**src/rtl/rf_wb_if.sv**
```systemverilog
// Writeback arbiter bus: two requester channels, hold control, and the
// register-file write port with its write counter.
interface rf_wb_if #(
    parameter int DATA_W = 32,
    parameter int ADDR_W = 5
);
    logic              HOLD;
    logic              A_valid;
    logic [ADDR_W-1:0] A_wa;
    logic [DATA_W-1:0] A_wd;
    logic              A_ready;
    logic              B_valid;
    logic [ADDR_W-1:0] B_wa;
    logic [DATA_W-1:0] B_wd;
    logic              B_ready;
    logic              RF_en;
    logic [ADDR_W-1:0] RF_wa;
    logic [DATA_W-1:0] RF_wd;
    logic [15:0]       WB_cnt;

    modport slave (
        input  HOLD, A_valid, A_wa, A_wd, B_valid, B_wa, B_wd,
        output A_ready, B_ready, RF_en, RF_wa, RF_wd, WB_cnt
    );

    modport master (
        output HOLD, A_valid, A_wa, A_wd, B_valid, B_wa, B_wd,
        input  A_ready, B_ready, RF_en, RF_wa, RF_wd, WB_cnt
    );
endinterface

```
**src/rtl/rf_wb_arbiter.sv**
```systemverilog
// Two-requester register-file writeback arbiter with alternating priority,
// one-cycle registered write port and a saturating write counter.
module rf_wb_arbiter #(
    parameter int DATA_W = 32,
    parameter int ADDR_W = 5
) (
    input  logic   CLK,
    input  logic   RST,
    rf_wb_if.slave bus
);
    typedef enum logic {PRI_A, PRI_B} pri_t;

    pri_t              pri_q, pri_d;
    logic              en_q, en_d;
    logic [ADDR_W-1:0] wa_q, wa_d;
    logic [DATA_W-1:0] wd_q, wd_d;
    logic [15:0]       cnt_q, cnt_d;
    logic              a_ready, b_ready;
    logic              xfer_a, xfer_b;

    // Grant is purely combinational; reset masks it so nothing is accepted
    // while the write port is being cleared.
    always_comb begin
        a_ready = 1'b0;
        b_ready = 1'b0;
        if (!RST && !bus.HOLD) begin
            if (bus.A_valid && (!bus.B_valid || pri_q == PRI_A))
                a_ready = 1'b1;
            else if (bus.B_valid)
                b_ready = 1'b1;
        end
    end

    assign xfer_a = bus.A_valid && a_ready;
    assign xfer_b = bus.B_valid && b_ready;

    always_comb begin
        pri_d = pri_q;
        en_d  = 1'b0;
        wa_d  = wa_q;
        wd_d  = wd_q;
        if (xfer_a) begin
            pri_d = PRI_B;
            wa_d  = bus.A_wa;
            wd_d  = bus.A_wd;
            en_d  = (bus.A_wa != '0);
        end else if (xfer_b) begin
            pri_d = PRI_A;
            wa_d  = bus.B_wa;
            wd_d  = bus.B_wd;
            en_d  = (bus.B_wa != '0);
        end
        cnt_d = cnt_q;
        if (en_d && cnt_q != 16'hFFFF)
            cnt_d = cnt_q + 16'd1;
    end

    always_ff @(posedge CLK or posedge RST) begin
        if (RST) begin
            pri_q <= PRI_A;
            en_q  <= 1'b0;
            wa_q  <= '0;
            wd_q  <= '0;
            cnt_q <= '0;
        end else begin
            pri_q <= pri_d;
            en_q  <= en_d;
            wa_q  <= wa_d;
            wd_q  <= wd_d;
            cnt_q <= cnt_d;
        end
    end

    assign bus.A_ready = a_ready;
    assign bus.B_ready = b_ready;
    assign bus.RF_en   = en_q;
    assign bus.RF_wa   = wa_q;
    assign bus.RF_wd   = wd_q;
    assign bus.WB_cnt  = cnt_q;
endmodule

```
**src/flat_wrapper.sv**
```systemverilog
// flat-port wrapper written by rule: the top's interface ports become plain ports
module rf_wb_arbiter_flat 
#(
    parameter int DATA_W = 32,
    parameter int ADDR_W = 5
)
  (CLK, RST, bus_HOLD, bus_A_valid, bus_A_wa, bus_A_wd, bus_B_valid, bus_B_wa, bus_B_wd, bus_A_ready, bus_B_ready, bus_RF_en, bus_RF_wa, bus_RF_wd, bus_WB_cnt);
  rf_wb_if #(.DATA_W(DATA_W), .ADDR_W(ADDR_W)) bus_i ();
  input  logic CLK;
  input  logic RST;
  input wire logic [$bits(bus_i.HOLD)-1:0] bus_HOLD;
  input wire logic [$bits(bus_i.A_valid)-1:0] bus_A_valid;
  input wire logic [$bits(bus_i.A_wa)-1:0] bus_A_wa;
  input wire logic [$bits(bus_i.A_wd)-1:0] bus_A_wd;
  input wire logic [$bits(bus_i.B_valid)-1:0] bus_B_valid;
  input wire logic [$bits(bus_i.B_wa)-1:0] bus_B_wa;
  input wire logic [$bits(bus_i.B_wd)-1:0] bus_B_wd;
  output wire logic [$bits(bus_i.A_ready)-1:0] bus_A_ready;
  output wire logic [$bits(bus_i.B_ready)-1:0] bus_B_ready;
  output wire logic [$bits(bus_i.RF_en)-1:0] bus_RF_en;
  output wire logic [$bits(bus_i.RF_wa)-1:0] bus_RF_wa;
  output wire logic [$bits(bus_i.RF_wd)-1:0] bus_RF_wd;
  output wire logic [$bits(bus_i.WB_cnt)-1:0] bus_WB_cnt;
  assign bus_i.HOLD = bus_HOLD;
  assign bus_i.A_valid = bus_A_valid;
  assign bus_i.A_wa = bus_A_wa;
  assign bus_i.A_wd = bus_A_wd;
  assign bus_i.B_valid = bus_B_valid;
  assign bus_i.B_wa = bus_B_wa;
  assign bus_i.B_wd = bus_B_wd;
  assign bus_A_ready = bus_i.A_ready;
  assign bus_B_ready = bus_i.B_ready;
  assign bus_RF_en = bus_i.RF_en;
  assign bus_RF_wa = bus_i.RF_wa;
  assign bus_RF_wd = bus_i.RF_wd;
  assign bus_WB_cnt = bus_i.WB_cnt;
  rf_wb_arbiter #(.DATA_W(DATA_W), .ADDR_W(ADDR_W)) u_core (.CLK(CLK), .RST(RST), .bus(bus_i));
endmodule
```
**config.mk**
```make
export PLATFORM = sky130hd
export DESIGN_NAME = rf_wb_arbiter_flat
export DESIGN_NICKNAME = d
export VERILOG_FILES = /design/src/rtl/rf_wb_if.sv /design/src/rtl/rf_wb_arbiter.sv /design/src/flat_wrapper.sv
export SDC_FILE = /design/constraint.sdc
export NUM_CORES = 1
export LEC_CHECK = 0
export CAP_MARGIN = 20
export CORE_MARGIN = 2
export CORE_UTILIZATION = 30
export CTS_CLUSTER_DIAMETER = 100
export DETAILED_ROUTE_END_ITERATION = 8
export PLACE_DENSITY = 0.76
export SYNTH_ARGS = -nofsm -noshare
export SYNTH_HDL_FRONTEND = slang
export SYNTH_SLANG_ARGS = --single-unit
```
**constraint.sdc**
```tcl
create_clock -name CLK -period 1.7 [get_ports CLK]
set_clock_uncertainty 0.05 [all_clocks]
set_input_delay 0.255 -clock CLK [delete_from_list [all_inputs] [get_ports CLK]]
set_output_delay 0.255 -clock CLK [all_outputs]
set_load 0.02 [all_outputs]
```
Yosys cells after proc, flatten, opt, wreduce, memory -nomap -nowiden
Cells that the tools add are included.
{ "op_classes": {"add_sub_neg": 1, "n_eq_ne": 1, "mux": 13, "bitwise": 1, "reduce_logical": 12} }
{ "ops": {"columns": ["op", "count"], "rows": [
  ["$mux 32", 2],
  ["$add 16x1->16 const B", 1],
  ["$ne 16x16->1 const B", 1],
  ["$mux 5", 2],
  ["$reduce_bool 5->1", 2],
  ["$mux 1", 9],
  ["$logic_and 1x1->1", 5],
  ["$logic_not 1->1", 3],
  ["$reduce_bool 2->1", 1],
  ["$logic_or 1x1->1", 1],
  ["$not 1->1", 1]
]} }
{ "totals": {"register_bits": 55, "in_bits": 79, "output_inout_bits": 56, "elab_cells": 33} }

Logic depth before layout (Yosys ltp)
Gate-level depths: netlist (run 1).
{ "depth": {"word_depth": 9, "ltp_mapped": 6, "ltp_nobuf": 6} }

Worst setup path before layout (run 1)
No wires, ideal clock.
{ "synth_timing": {"path_kind": "reg2reg", "from": "register u_core.cnt_q[0] (netlist: u_core.bus.WB_cnt[0])", "to": "register u_core.cnt_q[1] (netlist: u_core.bus.WB_cnt[1])", "setup_ps": 125, "arrival_time_ps": 1653, "required_ps": 1525, "setup_slack_ps": -128, "stages_incl_launch_ff": 7, "n_path_buf": 0, "period_less_slack_ps": 1828, "cell_sequence": "dfrtp_1 > ha_1 > nand4_1 > nor3_2 > nand2_2 > nand2_1 > mux2_2"} }
{ "synth_via": {"elab_chain_cells": 2, "elab_cells_between_ends": 3, "classes_between": "add/sub: 1; eq/ne: 1; reduce/logical: 1"} }
{ "synth_rtl": {"columns": ["element", "line_no", "text"], "rows": [
  ["start, declared", "rf_wb_arbiter.sv:17", "logic [15:0] cnt_q, cnt_d;"],
  ["start signal, assigned", "rf_wb_arbiter.sv:70", "cnt_q <= cnt_d;"],
  ["parallel branches: the longest is 2 deep, another holds $add 16x1->16", null, null]
]} }
Parallel ways; which one is timed is not known.
A chain may end at the register's enable or synchronous reset.

Final worst setup path (run 1)
{ "layout_timing": {"from": "input port RST", "to": "output port bus_A_ready"} }
{ "layout_via": {"elab_chain_cells": 3} }
{ "layout_rtl": {"columns": ["element", "line_no", "text"], "rows": [
  ["start, declared", "flat_wrapper.sv:10", "input logic RST;"],
  ["$logic_not 1->1 (no line)", null, null],
  ["$logic_and 1x1->1", "rf_wb_arbiter.sv:26", "if (!RST && !bus.HOLD) begin"],
  ["$mux 1", "rf_wb_arbiter.sv:26", null],
  ["end, declared", "flat_wrapper.sv:18", "output wire logic [$bits(bus_i.A_ready)-1:0] bus_A_ready;"]
]} }
No other way between the ends.

==> results.cfg, run 1 <==
[detailed_routing]
drt-pass1-iter-count = 8
top_layer = met4
via_count = 2352
wl_per_cell_microns = 15.5
first_iter_violations = 147
routed_via_density = 5.04
wl_met1_mm = 2.85
route.met2.wl_mm = 3.54
ant_nets = 0
met3_length_microns = 795
drc_errors = 0
postRouteWirelength_mm = 7.25

[global_routing]
grt_pass1_wl_mm = 11.0
track_usage_pct = 15.7
antenna_found_initial = 0
first_global_vias = 2289
grt_max_degree = 56
overflow = 0

[cts]
hold_buffers = 0
root_buffer = clkbuf_8
cts.sinks = 55
clockBufferDepth = 2
numCtsBuffers = 5
htreeDepth = 2
cts_tree = built
clk_pin_slew_ns = 0.10
clk_latency_ns = 0.31

[yosys]
yosysWarnings = 0
avgSynthCellArea_sq_um = 11.6
yosysTopAreaCellShare_pct = 56.5
synth-seq-area-share_pct = 56.5
synth_edf_count = 0
synth_xor_area_share_pct = 5.03
netlist_instances = 211
ys.flop_type = dfrtp_1
syn_area_sq_um = 2440
ys_types = 33
synth_mux_area_share_pct = 0.924
netlist_top_cells_area = dfrtp_1 56%, a222oi_1 15%, inv_1 6.2%
synth_top_family_by_area = compound AO/OA/AOI/OAI gates
synth_top_area_cell = dfrtp_1
async_flop_share_pct = 100
synthSimpleGateAreaFrac_pct = 11.4
ys_ff_latch = 55
synth_compound_area_share_pct = 16.9
synth_adder_area_share_pct = 0.513
synth_nets = 291

[worst_setup_path]
critical_path_class = in2out
end_kind = output port
cp-start-kind = primary input
required_ns = 1.39
max_stage_delay_ns = 0.48
worstPathArrival_ns = 1.36
cp_cell_sequence = clkdlybuf4s50_1 > nor3b_2 > and2_4 > buf_2
crit_fanout = 5
reg2reg_depth = 6
cp_slowest_cell = clkdlybuf4s50_1

[power]
p_int_uw = 2790
leakage_uw = 0.00215
combPwrFrac_pct = 35.9
p_sw_uw = 1300
cellPowerDensity_nw_per_um2 = 963
switching_share_pct = 31.7
pwr-share-clk_pct = 21.8
pwr-share-seq_pct = 42.4
ir_drop_mv = 0.628

[floorplan]
die_w_microns = 94.1
die-area_sq_um = 8860
rows = 32
core_sq_um = 7810
start_util_pct = 31.2
die_y_microns = 94.1
pin_count = 135

[hold_path]
worstHoldPathCells = 3
min_path_type = in2reg

[layout]
layout_commonest_cell = clkdlybuf4s50_1
nFillCells = 696
layout-drive-gt1-share_pct = 15.6
layout_common_cells = 115 x clkdlybuf4s50_1, 53 x dfrtp_1, 39 x inv_1
stdcell_count = 467
diodes = 0
syn_to_final_growth_pct = 74.3
fin_nets = 444

[timing]
worst_pin_slew_ns = 0.343
rsz0062_at_grt = true
setup_violations = 0
maxSlewViolCount = 0
post-route-period-util_pct = 98.2
slew_headroom_pct = 77.1
max_freq_ghz = 0.599
final.setup.tns_ns = 0
setup_ws_ns = 0.0302
period_minus_slack_ns = 1.67
finalHoldViolCount = 0
holdWs_ns = 0.386

[place]
gp_congestion = 0.811
dp_worst_setup_slack_ns = -0.430
dp_cells = 454
io_buffers = 134
dp_hpwl_mm = 5.13

[flow_run]
drv_cap = 0

[outcome]
status = complete, no violations
## registers in the layout, summed over array words and instances (netlist names)
name	flops
u_core.bus.RF_en	1
u_core.bus.RF_wa	5
u_core.bus.RF_wd	32
u_core.bus.WB_cnt	16
u_core.pri_q	1
## final timing paths
path / from / end / slack [ns]
worst max-delay path: RST / bus_A_ready / 0.03
min in group asynchronous: RST / u_core.bus.RF_wd[30]$_DFFE_PP0P_ / 0.49
worst max register to register: u_core.bus.WB_cnt[1]$_DFFE_PP0P_ / u_core.bus.WB_cnt[1]$_DFFE_PP0P_ / 0.08
max in group asynchronous: RST / u_core.bus.WB_cnt[1]$_DFFE_PP0P_ / 0.83
worst min register to register: u_core.bus.WB_cnt[10]$_DFFE_PP0P_ / u_core.bus.WB_cnt[10]$_DFFE_PP0P_ / 0.45
worst min-delay path: bus_A_valid / u_core.pri_q$_DFFE_PP0P_ / 0.39
## timing repair
item / in CTS / in global routing
pin swaps: 3 / 11
setup endpoints to repair: 15 / 43
buffers inserted: 3 / 1
gates cloned: 0 / 1
resized for setup: 14 / 24
## cell type report
class | count | area [sq um] | share of cell area, %
clock buffer | 5 | 68.8 | 1.62
inverter | 40 | 154 | 3.62
multi-input combinational | 105 | 903 | 21.3
tap | 102 | 128 | 3.00
clock inverter | 3 | 47.5 | 1.12
timing repair buffer | 157 | 1570 | 36.9
sequential | 55 | 1380 | 32.4
## metal layers
metal  vias up  global-route usage [%]
met5         -                       0
met4         0                    3.26
met3         6                    5.54
met2       122                    28.0
met1      1134                    18.3
li1       1090                       -
## kinds of logic after synthesis
kind of cell,after synthesis
simple gates,46
fa+ha+maj,1
xor+xnor,14
mux,2
compound gates,41
flops,55
buf+inv,52
## worst max-delay path: cells and delay by family
| family | cells | cell delay (ns) |
|---|---|---|
| buf+inv | 2 | 0.66 |
| simple gates | 2 | 0.46 |
## through the flow
| step | util [%] | area [sq um] | total power (uW) |
|---|---|---|---|
| floorplan | - | 2440 | 2380 |
| global placement | 51.5 | 4020 | 3140 |
| detailed placement | 51.5 | 4020 | 3180 |
| CTS | 53.3 | 4160 | 4080 |
| global route | 54.4 | 4250 | 4330 |
| finish | 54.4 | 4250 | 4090 |
## power groups by stage
| stage | clock (uW) | sequential (uW) | combinational, uW |
|---|---|---|---|
| finish | 891 | 1730 | 1470 |
| global route | 979 | 1760 | 1580 |
| CTS | 926 | 1730 | 1430 |
| detailed placement | 0 | 1750 | 1430 |
| global placement | 0 | 1740 | 1400 |
| floorplan | 0 | 2020 | 354 |
## cell usage after synthesis, types with 3 or more instances
master and n:
buf_2 5, inv_1 40, nand3_1 10, dfrtp_1 55, a222oi_1 37, clkbuf_1 5, xor2_1 3, xnor2_1 11
nor2_1 6, nand4_1 3, nand2_1 8
Power figures use the tool's default switching activity.
==> run 2: changes to the inputs <==
--- a/config.mk
+++ b/config.mk
@@ -8,6 +8,7 @@
 export CAP_MARGIN = 20
 export CORE_MARGIN = 2
 export CORE_UTILIZATION = 30
+export CTS_BUF_LIST = sky130_fd_sc_hd__clkbuf_16
 export CTS_CLUSTER_DIAMETER = 100
 export DETAILED_ROUTE_END_ITERATION = 8
 export PLACE_DENSITY = 0.76
==> run 2 against run 1 <==
Effect of this change: routed wire length rose by 0.66%; sequential cell count did not move; register-to-register slack got worse by 0.02 ns; via count rose by 1.4%; maximum frequency barely moved; combinational power barely moved; non-clock buffer count did not move; design area rose by 0.97%; critical path depth fell by 3; worst hold slack got worse by 0.22 ns; global-route usage rose by 0.40 points; highest routed layer unchanged.
==> results.cfg, run 2 (same netlist as run 1, synthesis figures left out) <==
[worst_setup_path]
reg2reg_depth = 5
crit_fanout = 4
required_ns = 1.39
path_buf_inv = 1
cp_slowest_cell = clkdlybuf4s50_1
cp-start-kind = register
worstPathArrival_ns = 1.37
cp_cell_sequence = clkdlybuf4s50_1
critical_path_class = reg2out
cp_top_family = buffers and inverters
r2r_end = u_core.bus.WB_cnt[12]$_DFFE_PP0P_
reg2reg_from = u_core.pri_q$_DFFE_PP0P_
end_kind = output port
max_stage_delay_ns = 0.64
r2r_setup_slack_ns = 0.06

[timing]
slew_headroom_pct = 77.3
max_freq_ghz = 0.599
worst_pin_slew_ns = 0.341
rsz0062_at_grt = true
post-route-period-util_pct = 98.3
finalHoldViolCount = 0
period_minus_slack_ns = 1.67
setup_violations = 0
maxSlewViolCount = 0

[layout]
syn_to_final_growth_pct = 76.0
design_area_sq_um = 4290
largest_reg_flops = 32
layout_commonest_cell = clkdlybuf4s50_1
fin_util_pct = 55.0
diodes = 0
stdcell_count = 467
fin_nets = 444
layout_common_cells = 121 x clkdlybuf4s50_1, 53 x dfrtp_1, 39 x inv_1
layout-drive-gt1-share_pct = 15.1

[global_routing]
first_global_vias = 2322
grt_max_degree = 56
track_usage_pct = 16.1
grt_pass1_wl_mm = 11.3
overflow = 0
antenna_found_initial = 0

[place]
placed_cell_area_sq_um = 4020
dp_cells = 454
gp_congestion = 0.811
io_buffers = 134
dp_hpwl_mm = 5.13

[flow_run]
drv_cap = 0

[cts]
cts.sinks = 55
clk_pin_slew_ns = 0.07
htreeDepth = 2
cts_tree = built
numCtsBuffers = 5
root_buffer = clkbuf_16
clk_latency_ns = 0.29
clockBufferDepth = 2

[outcome]
status = complete, no violations

[hold_path]
min_path_type = in2async

[power]
leakage_uw = 0.00208
combPwrFrac_pct = 33.8
total_power_uw = 4390
pwr-share-clk_pct = 26.7
cellPowerDensity_nw_per_um2 = 1020
switching_share_pct = 30.2
pwr-share-seq_pct = 39.5
p_sw_uw = 1330
p_int_uw = 3070
ir_drop_mv = 0.669

[floorplan]
die_w_microns = 94.1
die-area_sq_um = 8860
core_sq_um = 7810
pin_count = 135
die_y_microns = 94.1
rows = 32
start_util_pct = 31.2

[detailed_routing]
via_count = 2385
first_iter_violations = 174
routed_via_density = 5.11
wl_per_cell_microns = 15.6
postRouteWirelength_mm = 7.30
drc_errors = 0
ant_nets = 0
drt-pass1-iter-count = 9
[run 2: cell types whose count changed in the layout (fill, tap and decap cells not counted)]
cell / delta
clkdlybuf4s50_1: +6
clkbuf_16: +5
clkbuf_8: -5
dlymetal6s2s_1: -4
dlygate4sd2_1: -2
nand3_1: +1
nand3_2: -1
nor2_1: +1
nor2_2: -1
[run 2: what timing repair did]
item,CTS,global route
cloned,1,0
pin swaps,3,11
hold buffers,0,0
endpoints found under the setup margin,19,36
buffers inserted,3,1
gates resized for setup,14,17
[run 2: cell type report]
type	count	area [sq um]
clock inverters	3	47.5
well taps	102	128
inverters	40	154
multi-input cells	105	896
flip-flops and latches	55	1380
fillers	689	3520
clock buffers	5	125
repair buffers	157	1560
[run 2: how the worst max path moves through the flow]
stage,from,to,slack [ns],depth (start not counted)
CTS,bus_HOLD,u_core.bus.RF_wd[5]$_DFFE_PP0P_,0.002,6
global placement,bus_HOLD,bus_A_ready,-0.40,4
global route,u_core.bus.WB_cnt[0]$_DFFE_PP0P_,u_core.bus.WB_cnt[15]$_DFFE_PP0P_,-0.03,6
floorplan,u_core.bus.WB_cnt[0]$_DFFE_PP0P_,u_core.bus.WB_cnt[1]$_DFFE_PP0P_,-0.05,6
finish,u_core.bus.WB_cnt[13]$_DFFE_PP0P_,bus_WB_cnt[13],0.03,1
detailed placement,bus_HOLD,bus_A_ready,-0.43,4
[run 2: power by group through the flow]
stage | sequential [uW] | combinational, uW | clock (uW)
after floorplan | 2020 | 354 | 0
after global placement | 1740 | 1400 | 0
after detailed placement | 1750 | 1430 | 0
after CTS | 1730 | 1450 | 1210
after global routing | 1770 | 1590 | 1270
final | 1730 | 1490 | 1170
[run 2: per-stage QoR]
stage                     TNS, ns  setup slack, ns  hold WS, ns
final                           0           0.0297        0.171
after global routing       -0.144          -0.0347        0.212
after CTS                       0          0.00158        0.447
after detailed placement   -15.36           -0.430        0.429
after global placement     -12.15           -0.402        0.420
after floorplan           -0.0549          -0.0549        0.279
[run 2: per-layer routing]
layer / GRT usage, % / vias up / share of wire (%)
li1: - / 1091 / -
met1: 18.3 / 1152 / 38
met2: 29.5 / 136 / 50
met3: 5.30 / 6 / 11
met4: 3.26 / 0 / 0.74
met5: 0 / - / 0
==> RTL change: new RTL, config.mk and constraints of run 2 <==
Take the reset off `wa_q` and `wd_q` and load them in a clocked block of their own.
--- a/src/rtl/rf_wb_arbiter.sv
+++ b/src/rtl/rf_wb_arbiter.sv
@@ -61,4 +61,2 @@
             en_q  <= 1'b0;
-            wa_q  <= '0;
-            wd_q  <= '0;
             cnt_q <= '0;
@@ -67,6 +65,9 @@
             en_q  <= en_d;
-            wa_q  <= wa_d;
-            wd_q  <= wd_d;
             cnt_q <= cnt_d;
         end
+    end
+
+    always_ff @(posedge CLK) begin
+        wa_q <= wa_d;
+        wd_q <= wd_d;
     end
Check against the original RTL: differs if RST is asserted again (counterexample within 4 cycles, from zero or initial values and one cycle with RST high); with RST held inactive, the same outputs for 10 cycles.
==> RTL change against run 2 <==
- synthesized cell count rose by 10%
- non-clock buffer count rose by 7
- combinational power fell by 34%
- sequential cell count did not move
- area after synthesis rose by 4.9%
- total power fell by 17%
- first-iteration DRC count fell by 69%
- design area rose by 3.4%
- highest routed layer unchanged
- sequential share of layout area rose by 3.1 points
- routed wire length fell by 6.4%
- register-to-register slack got worse by 0.05 ns
- worst setup slack got worse by 0.016 ns
==> RTL change: results (changes against run 2) <==
| Metric | Value |
|---|---|
| Status | completed |
| Ant diodes | 0 (unchanged) |
| Mean area per synthesized cell | 11.0 um^2 (-4.6%) |
| Synth cell count leaders | 104 x nand2_1, 37 x edfxtp_1, 18 x dfrtp_1 |
| Number of enable flip-flop cells after synthesis | 37 (+37) |
| CTS buffer count | 5 (unchanged) |
| Yosys warns | 0 (unchanged) |
| Crit path max fanout | 3 (-1) |
| Global-route wire length before repair | 9800 um (-13%) |
| Total GRT Usage | 13.6% (-2.5 points) |
| Unique masters post-synth | 32 (-3.0%) |
| Vias/cell | 4.40 (-14%) |
| Pre-antenna DRT Iters | 4 (-5) |
| GPL Wtd Cong | 0.833 (+2.6%) |
| Worst Setup SP | u_core.bus.WB_cnt[1] |
| Sequential area share after synthesis | 61.1% (+4.6 points) |
| Total Wirelength | 6830 um (-6.4%) |
| Largest net degree at the start of global routing | 38 (-32%) |
| Synth Net Count | 312 (+7.2%) |
| Peak supply drop | 0.000636 V (-5.0%) |
| Final net count | 476 (+7.2%) |
| Reg clk slew, reported paths | 0.07 ns (about the same) |
| Hold Vio Cnt, Final | 0 (unchanged) |
| DR iter-0 viols | 54 (-69%) |
| HPWL Detailed | 5380 um (+4.8%) |
| Slew @ Worst Pin | 0.347 ns (+0.00650 ns) |
| H-Tree Level Count | 2 (unchanged) |
| Port bufs | 134 (unchanged) |
| Dpl ws | -0.521 ns (-0.0907 ns) |
| Top post-synthesis cells by area | edfxtp_1 43%, dfrtp_1 18%, nand2_1 15%, xnor2_1 3.4%, mux2_2 2.2% |
| Commonest register cell after synthesis | edfxtp_1 |
| Max reg flops | 32 (unchanged) |
| Initial antenna violation count | 0 (unchanged) |
| Clock Latency Late Sink | 0.29 ns (about the same) |
| Layout cells sized above 1 | 15.4% (+0.30 points) |
| Fill cells | 774 (+12%) |
| Max Root-Sink Buffers | 2 (unchanged) |
| Root buffer cell | clkbuf_16 |
| Leak | 0.00212 uW (+1.7%) |
| Critical Path AT | 1.81 ns (+0.44 ns) |
| Async S/R FF share, synth | 32.7% (-67 points) |
| Number of global-route vias before repair | 2,118 (-8.8%) |
| Worst Hold Class | in2async |
-- RTL change: kinds of logic after synthesis --
kind of cell / count (synthesis) / share of synthesized area, %
AND/OR/NAND/NOR: 134 / 23.8
AO/OA/AOI/OAI: 11 / 5.58
buffers and inverters: 12 / 1.76
adder cells (fa/ha/maj): 1 / 0.489
XOR/XNOR: 12 / 4.11
multiplexers: 7 / 3.18
flip-flops: 55 / 61.1
-- RTL change: what timing repair did --
| action | in CTS | in global routing |
|---|---|---|
| pin swaps | 12 | 4 |
| setup buffers | 1 | 1 |
| setup endpoints to repair | 24 | 23 |
| gates resized for setup | 22 | 14 |
| cloned | 0 | 0 |
| hold buffers | 0 | 0 |
-- RTL change: metrics by stage --
stage | hold WS [ns] | instances | area [um^2]
6_report | 0.297 | 502 | 4440
5_1_grt | 0.338 | 502 | 4440
4_1_cts | 0.297 | 502 | 4410
3_5_place_dp | 0.470 | 493 | 4260
3_3_place_gp | 0.440 | 493 | 4260
2_1_floorplan | 0.143 | 232 | 2580
-- RTL change: critical path, stage by stage, from the launching register on --
cell,delay [ns]
dfrtp_2,0.43
ha_4,0.17
nand4_1,0.14
nor4b_4,0.06
buf_4,0.16
a2111oi_4,0.27
nand3_1,0.15
xnor2_1,0.15
-- RTL change: routing by layer --
layer / wire, um / up-vias / global-route usage [%] / share of wire [%]
met5: 0 / - / 0 / 0
met4: 102 / 0 / 4.34 / 1.5
met3: 471 / 8 / 2.90 / 6.9
met2: 3600 / 72 / 25.6 / 53
met1: 2660 / 1011 / 15.2 / 39
li1: - / 1120 / - / -
-- RTL change: final timing paths --
| path | to | cells past startpoint | slack (ns) |
|---|---|---|---|
| min in group CLK | u_core.bus.RF_wa[0] | 2 | 0.34 |
| setup reg to reg | u_core.bus.WB_cnt[13] | 7 | 0.01 |
| hold / removal | u_core.bus.WB_cnt[3] | 4 | 0.30 |
| setup / recovery | u_core.bus.WB_cnt[13] | 7 | 0.01 |
| hold reg to reg | u_core.bus.WB_cnt[8] | 1 | 0.47 |
| max in group asynchronous | u_core.bus.WB_cnt[1] | 4 | 1.08 |
-- RTL change: where the power goes --
part | switching, uW | internal, uW
sequential | 57.0 | 1560
clock | 481 | 562
combinational | 442 | 544
total | 980 | 2670
-- RTL change: final cells by class --
type | count | area (um^2) | share of cell area, %
Clock buffer | 5 | 125 | 2.82
Clock inverter | 3 | 27.5 | 0.621
Inverter | 5 | 18.8 | 0.423
Multi-Input combinational cell | 165 | 980 | 22.1
Sequential cell | 55 | 1560 | 35.3
Tap cell | 105 | 131 | 2.96
Timing Repair Buffer | 164 | 1590 | 35.8
